$ cat config.mk
export PLATFORM = sky130hd
export DESIGN_NAME = combo_input_sequencer
export DESIGN_NICKNAME = d
export VERILOG_FILES = /design/src/rtl/combo_input_sequencer.sv
export SDC_FILE = /design/constraint.sdc
export NUM_CORES = 1
export LEC_CHECK = 0
export CAP_MARGIN = 0
export CELL_PAD_IN_SITES_DETAIL_PLACEMENT = 1
export CELL_PAD_IN_SITES_GLOBAL_PLACEMENT = 2
export CORE_UTILIZATION = 34
export DETAILED_ROUTE_END_ITERATION = 8
export GPL_TIMING_DRIVEN = 0
export MAX_ROUTING_LAYER = met4
export PLACE_DENSITY = 0.84
export SETUP_SLACK_MARGIN = 0.3
export SYNTH_ARGS = -nofsm -noshare
export SYNTH_HDL_FRONTEND = slang
export SYNTH_SLANG_ARGS = --single-unit
$ cat constraint.sdc
create_clock -name clk -period 3.8 [get_ports clk]
set_clock_uncertainty 0.05 [all_clocks]
set_input_delay 0.38 -clock clk [delete_from_list [all_inputs] [get_ports clk]]
set_output_delay 0.38 -clock clk [all_outputs]
set_load 0.02 [all_outputs]
$ cat src/rtl/combo_input_sequencer.sv
// combo_input_sequencer
//   Plays a latched list of button codes as one-hot single-button pulses.
//   Each press is spaced so that it lands inside the previous press's combo
//   window. Drives the combo-window inputs on behalf of the CPU opponent and
//   demo mode.
//
// Ports
//   clk        system clock
//   reset      synchronous, active-high reset
//   start      begin playback of seq_codes/seq_len (only honoured when idle)
//   abort      stop playback at once, no done pulse
//   seq_len    number of steps, clamped to MAX_STEPS
//   seq_codes  step i code in bits [3i+2:3i]
//   btn_pulse  registered one-hot press output (or zero)
//   busy       high from the first press through the done cycle
//   done       one-cycle pulse after the final press
//   step_idx   current step index, 0 when idle
module combo_input_sequencer #(
   parameter int NUM_BUTTONS  = 5,
   parameter int MAX_STEPS    = 4,
   parameter int STEP_GAP     = 12500000,
   parameter int PULSE_CYCLES = 1
) (
   input  logic                   clk,
   input  logic                   reset,
   input  logic                   start,
   input  logic                   abort,
   input  logic [2:0]             seq_len,
   input  logic [3*MAX_STEPS-1:0] seq_codes,
   output logic [NUM_BUTTONS-1:0] btn_pulse,
   output logic                   busy,
   output logic                   done,
   output logic [2:0]             step_idx
);

   localparam int CNT_W = $clog2(STEP_GAP + 1);
   // Terminal counts: a press lasts PULSE_CYCLES, the gap fills the rest of STEP_GAP.
   localparam logic [CNT_W-1:0] PRESS_LAST = CNT_W'(PULSE_CYCLES - 1);
   localparam logic [CNT_W-1:0] GAP_LAST   = CNT_W'(STEP_GAP - PULSE_CYCLES - 1);
   localparam logic [2:0]       MAX_LEN    = 3'(MAX_STEPS);
   localparam logic [3:0]       NB         = 4'(NUM_BUTTONS);

   typedef enum logic [1:0] {S_IDLE, S_PRESS, S_GAP, S_DONE} state_t;

   state_t                 state, state_n;
   logic [CNT_W-1:0]       cnt, cnt_n;
   logic [2:0]             step, step_n;
   logic [2:0]             len, len_n;
   logic [2:0]             len_clamp;
   logic [3*MAX_STEPS-1:0] codes, codes_n;
   logic [NUM_BUTTONS-1:0] pulse_n;

   // Codes at or above NUM_BUTTONS are rest steps: same timing, no pulse.
   function automatic logic [NUM_BUTTONS-1:0] press_vec(
      input logic [3*MAX_STEPS-1:0] c,
      input logic [2:0]             idx
   );
      logic [2:0] code;
      code = c[3*idx +: 3];
      if ({1'b0, code} < NB) return NUM_BUTTONS'(1) << code;
      return '0;
   endfunction

   always_ff @(posedge clk) begin
      if (reset) begin
         state     <= S_IDLE;
         cnt       <= '0;
         step      <= '0;
         len       <= '0;
         codes     <= '0;
         btn_pulse <= '0;
      end else begin
         state     <= state_n;
         cnt       <= cnt_n;
         step      <= step_n;
         len       <= len_n;
         codes     <= codes_n;
         btn_pulse <= pulse_n;
      end
   end

   always_comb begin
      state_n   = state;
      cnt_n     = cnt;
      step_n    = step;
      len_n     = len;
      codes_n   = codes;
      len_clamp = (seq_len > MAX_LEN) ? MAX_LEN : seq_len;

      case (state)
         S_IDLE: begin
            // abort beats a simultaneous start; zero-length requests are ignored
            if (start && !abort && len_clamp != 3'd0) begin
               state_n = S_PRESS;
               cnt_n   = '0;
               step_n  = '0;
               len_n   = len_clamp;
               codes_n = seq_codes;
            end
         end
         S_PRESS: begin
            if (abort) begin
               state_n = S_IDLE;
            end else if (cnt == PRESS_LAST) begin
               cnt_n   = '0;
               state_n = (step == len - 3'd1) ? S_DONE : S_GAP;
            end else begin
               cnt_n = cnt + CNT_W'(1);
            end
         end
         S_GAP: begin
            if (abort) begin
               state_n = S_IDLE;
            end else if (cnt == GAP_LAST) begin
               state_n = S_PRESS;
               cnt_n   = '0;
               step_n  = step + 3'd1;
            end else begin
               cnt_n = cnt + CNT_W'(1);
            end
         end
         S_DONE:  state_n = S_IDLE;
         default: state_n = S_IDLE;
      endcase

      if (state_n == S_IDLE) begin
         cnt_n  = '0;
         step_n = '0;
      end

      // Pulse is computed from next-state values so btn_pulse is a plain register.
      pulse_n = (state_n == S_PRESS) ? press_vec(codes_n, step_n) : '0;
   end

   assign busy     = (state != S_IDLE);
   assign done     = (state == S_DONE);
   assign step_idx = step;

endmodule

After elaboration in Yosys (flattened, before gate mapping)
Index checks and enable logic that the tools add are counted.
{ "totals": {"in_bits": 19, "reg_bits": 49} }
{ "classes": {"shifts": 2, "mux": 23, "reduce_logical": 13, "add_sub_neg": 3, "bitwise_logic": 2, "n_mul": 1, "eq_ne": 9, "n_lt_le_gt_ge": 2} }
{ "op_table": {"columns": ["operator", "n"], "rows": [
  ["$mux 24", 5],
  ["$pmux 24 s3", 1],
  ["$add 24x1->24 const B", 1],
  ["$eq 24x24->1 const B", 1],
  ["$logic_not 24->1", 1],
  ["$mux 12", 2],
  ["$mux 3", 5],
  ["$shiftx 12x6->3", 1],
  ["$mux 2", 5],
  ["$pmux 2 s4", 1],
  ["$ne 2x2->1 const B", 3],
  ["$pmux 3 s2", 1],
  ["$reduce_bool 3->1", 2],
  ["$mul 2x3->5 const A", 1],
  ["$mux 5", 1],
  ["$shl 1x3->5 const A", 1],
  ["$eq 2x1->1 const B", 2],
  ["$eq 2x2->1 const B", 2],
  ["$logic_not 2->1", 2],
  ["$reduce_and 4->1", 1],
  ["$add 3x1->3 const B", 1],
  ["$eq 3x3->1", 1],
  ["$gt 3x3->1 const B", 1],
  ["$lt 3x3->1 const B", 1],
  ["other kinds (9)", 12]
]} }

Depth between registers and ports, before layout
{ "depth": {"depth_word": 14, "ltp_mapped": 13, "mapped_depth_nobuf": 11} }

Least setup slack after synthesis
Ideal clock, no wire load.
{ "synth_timing": {"path_type": "flip-flop to flip-flop", "start": "reg state[0]", "end": "reg cnt[23]", "required_ns": 3.622, "synth_period_minus_slack_ns": 2.692, "path_stages_with_launch": 11, "setup_time_ns": 0.128, "n_path_buf": 1, "slack_ns": 1.108, "arrival_ns": 2.515, "cell_sequence": "dfxtp_1 inv_1 ha_1 buf_2 a21oi_1 o211a_1 nand4_1 or2_2 or4_1 xor2_1 nor2_1"} }
{ "synth_between": {"elab_chain_cells": 5, "word_cells_on_any_way": 18, "classes_between": "eq/ne: 6; mux: 7; reduce/logical: 5"} }
{ "synth_rtl": {"columns": ["item", "line_no", "rtl"], "rows": [
  ["start, declared", "45", "state_t state, state_n;"],
  ["start signal, assigned", "73", "state <= state_n;"],
  ["$mux 2 (on tied branches)", "114, 104", null],
  ["$mux 2 (on tied branches)", "112, 102", null],
  ["$pmux 2 s4", "90", "case (state)"],
  ["$logic_not 2->1", "126", "if (state_n == S_IDLE) begin"],
  ["$reduce_or 2->1 (no source line)", null, null],
  ["end signal, assigned", "74", "cnt <= cnt_n;"],
  ["end, declared", "46", "logic [CNT_W-1:0] cnt, cnt_n;"]
]} }
Parallel ways exist; a longest one is shown, timed or not.
A chain may end at the register's enable or synchronous reset.

Worst setup path after layout
Ends and elaborated chain as after synthesis.

==> metrics.md <==
| Metric | Value |
|---|---|
| RR Startpoint | state[0] |
| Layout cells sized above 1 | 8.26% |
| Asr flop ratio synth | 0% |
| # H-tree levels | 2 |
| Initial antenna violation count | 0 |
| Hold slack | 0.391 ns |
| Final period util | 85.6% |
| Worst-path clk slew | 0.09 ns |
| Syn_area_per_cell | 8.31 µm² |
| Element type at the critical path start | flop |
| Sw Pwr | 328 µW |
| Max_cap viols | 0 |
| Final hold violation count | 0 |
| Clock Path Buffers | 2 |
| Pre-CTS setup slack | 0.165 ns |
| Sequential area share after synthesis | 35.9% |
| Setup ws final | 0.545 ns |
| DRT Wirelength | 6800 µm |
| Largest cells by area after synthesis | dfxtp_1 (36%), nor2_1 (6.9%), nand2_1 (4.9%) |
| Critical Path Sink Type | flop |
| DP Wirelength | 5320 µm |
| RSZ-0062 raised after global routing | no |
| Routed len/inst | 14.6 µm |
| Synth cell count leaders | nor2_1 (50), dfxtp_1 (49), nand2_1 (36), a21oi_1 (21), inv_1 (16) |
| Worst-case reg-to-reg path depth | 10 |
| Net Sw Frac | 28.9% |
| GRT Total Usage | 17.9% |
| Largest net degree at the start of global routing | 15 |
| # IOs | 29 |
| Setup TNS | 0 ns |
| Number of distinct library cells after synthesis | 59 |
| Achievable Freq | 0.307 GHz |
| Max rail drop VDD | 0.000173 V |
| Reg2reg setup slack | 0.55 ns |
| # diodes | 0 |
| CTS Hold Bufs | 0 |
| Critical Path Source | state[0] |
| Relative slew slack | 58.7% |
| Initial core utilization | 35.2% |
| CTS tree | done |
| Post-Syn Area | 0.00274 mm² |
| Initial drt markers | 60 |
| Remaining Overflow, GRT | 0 |
| CP Class | reg -> reg |
| Final setup violating endpoints | 0 |
| Avg Vias per Cell | 5.14 |
| Register share of total power | 47.2% |
| P_int | 808 µW |
| Cell with the most instances after synthesis | nor2_1 |
| Post-synth top flop | dfxtp_1 |
| Antenna Nets Post-Route | 0 |
| FF-to-FF End | cnt[23] |
| TritonCTS buffer count | 5 |
| Post-layout util | 41.8% |
| CTS sink count | 49 |
| Fin nets | 391 |
| Yosys synthesis warning count | 0 |
| Cell taking the most area after synthesis | dfxtp_1 |
| Port bufs | 27 |
| Number of synthesized register bits | 49 |
| Syn Inst Count | 329 |
| Critical Path Fanout Max | 10 |
| CP arrival | 3.39 ns |
| Post-route DRC | 0 |
| Clock network fraction of design power | 32.5% |
| Routability congestion estimate | 0.769 |
| Leakage | 0.00117 µW |
| Slew Viols, Final | 0 |
| Die Height | 91.7 µm |
| Synthesized Nets | 357 |
| Core footprint | 0.00777 mm² |
| Synth-to-Final Area Change | 18.8% |
| Critical path required time | 3.94 ns |
| Status | complete, no violations |
| Post-layout min period | 3.25 ns |
| Combinational fraction of design power | 20.3% |
| CP Capture Point | cnt[23] |
| Pwr Density | 350 mW/mm² |
| Worst hold path class | in -> reg |
| Share of the synthesized area in the top cell type | 35.9% |
| Worst hold start | reset |
| Root Buffer | clkbuf_8 |
| DIE WIDTH | 91.7 µm |
| Die area | 0.00841 mm² |
| Number of synthesized flops with an enable pin | 0 |
| First-pass GRT wire length | 11600 µm |
| Vias in the first global route | 2465 |
| Clk Latency, worst-skew pair | 0.30 ns |
| Worst-Margin Slew | 0.619 ns |
| First-pass DRT Iterations | 4 |
| Vias | 2392 |
| Row count | 32 |
placed cells by master (no fill, tap or decap), types with 2 or more instances in the layout:
| cell type | n |
|---|---|
| mux2i_1 | 9 |
| nand3_1 | 8 |
| a2111oi_4 | 2 |
| ha_1 | 9 |
| nand4_1 | 11 |
| buf_1 | 2 |
| or2_1 | 3 |
| clkbuf_1 | 4 |
| a21oi_1 | 21 |
| nor4_1 | 4 |
| inv_1 | 16 |
| or3_1 | 3 |
| a21oi_2 | 3 |
| nand2_1 | 36 |
| or4_1 | 2 |
| o21ai_1 | 2 |
| clkdlybuf4s50_1 | 27 |
| o21ai_0 | 8 |
| dfxtp_1 | 49 |
| buf_2 | 2 |
| nor4_2 | 2 |
| nor3_1 | 11 |
| nor2b_1 | 2 |
| clkbuf_8 | 5 |
| xor2_1 | 15 |
| nand3b_1 | 2 |
| nor2_1 | 49 |
| nand2b_1 | 3 |
| xnor2_1 | 11 |
| and3_1 | 7 |
critical path, cell delays in order (launching register included):
cell     delay [ns]
dfxtp_1        0.44
inv_1          0.09
ha_1           0.23
buf_2          0.18
a21oi_1        0.32
o211a_1        0.38
nand4_1        0.31
or2_2          0.42
or4_1          0.49
xor2_1         0.16
nor2_1         0.05
cells by family after synthesis:
kind of cell,after synthesis,share of synthesized area (%)
AOI/OAI and AO/OA,51,13.8
xor gates and xnor gates,26,8.33
adders and majority gates,9,4.12
buffers and inverters,25,3.80
DFF,49,35.9
muxes,9,3.29
and+or+nand+nor,160,30.8
routing by layer:
| layer | up-vias | share of wire [%] | track usage [%] |
|---|---|---|---|
| met5 | - | 0 | - |
| met4 | 0 | 1.5 | 5.34 |
| met3 | 7 | 1.8 | 3.23 |
| met2 | 22 | 51 | 31.6 |
| met1 | 1158 | 45 | 20.5 |
| li1 | 1205 | - | - |
power by group through the flow:
stage	logic [µW]	clock network [µW]	registers, µW
3_3_place_gp	224	0	548
3_5_place_dp	229	0	549
4_1_cts	232	382	537
5_1_grt	255	409	538
2_1_floorplan	145	0	551
6_report	231	370	536
state kept, by name (all words and copies together) (netlist names):
register / flops
btn_pulse: 5
cnt: 24
codes: 12
len: 3
state: 2
step_idx: 3
how the worst min path moves through the flow:
stage | slack, ns | to | cells after the start
6_report | 0.39 | codes[10] | 2
5_1_grt | 0.42 | codes[9] | 2
4_1_cts | 0.39 | codes[10] | 2
3_5_place_dp | 0.41 | codes[6] | 2
3_3_place_gp | 0.39 | codes[6] | 2
2_1_floorplan | 0.38 | len[1] | 2
final cells by class:
type,instances,area (µm²)
plain buffers,9,43.8
clock buffers,5,68.8
clock inverters,2,35.0
fillers,938,4520
inverters,16,60.1
multi-input cells,255,1660
flip-flops and latches,49,981
well taps,102,128
repair buffers,27,270
stage by stage:
stage          instance area (µm²)  std cells  power [µW]
6_report                      3250        465        1140
5_1_grt                       3250        465        1200
4_1_cts                       3240        465        1150
3_5_place_dp                  3130        458         778
3_3_place_gp                  3130        458         773
2_1_floorplan                 2740        329         696
repair_timing:
action	CTS	global route
gates cloned	0	0
hold endpoints to repair	0	0
buffers inserted	0	0
endpoints found under the setup margin	20	22
resized for setup	1	2
Power figures use the tool's default switching activity.
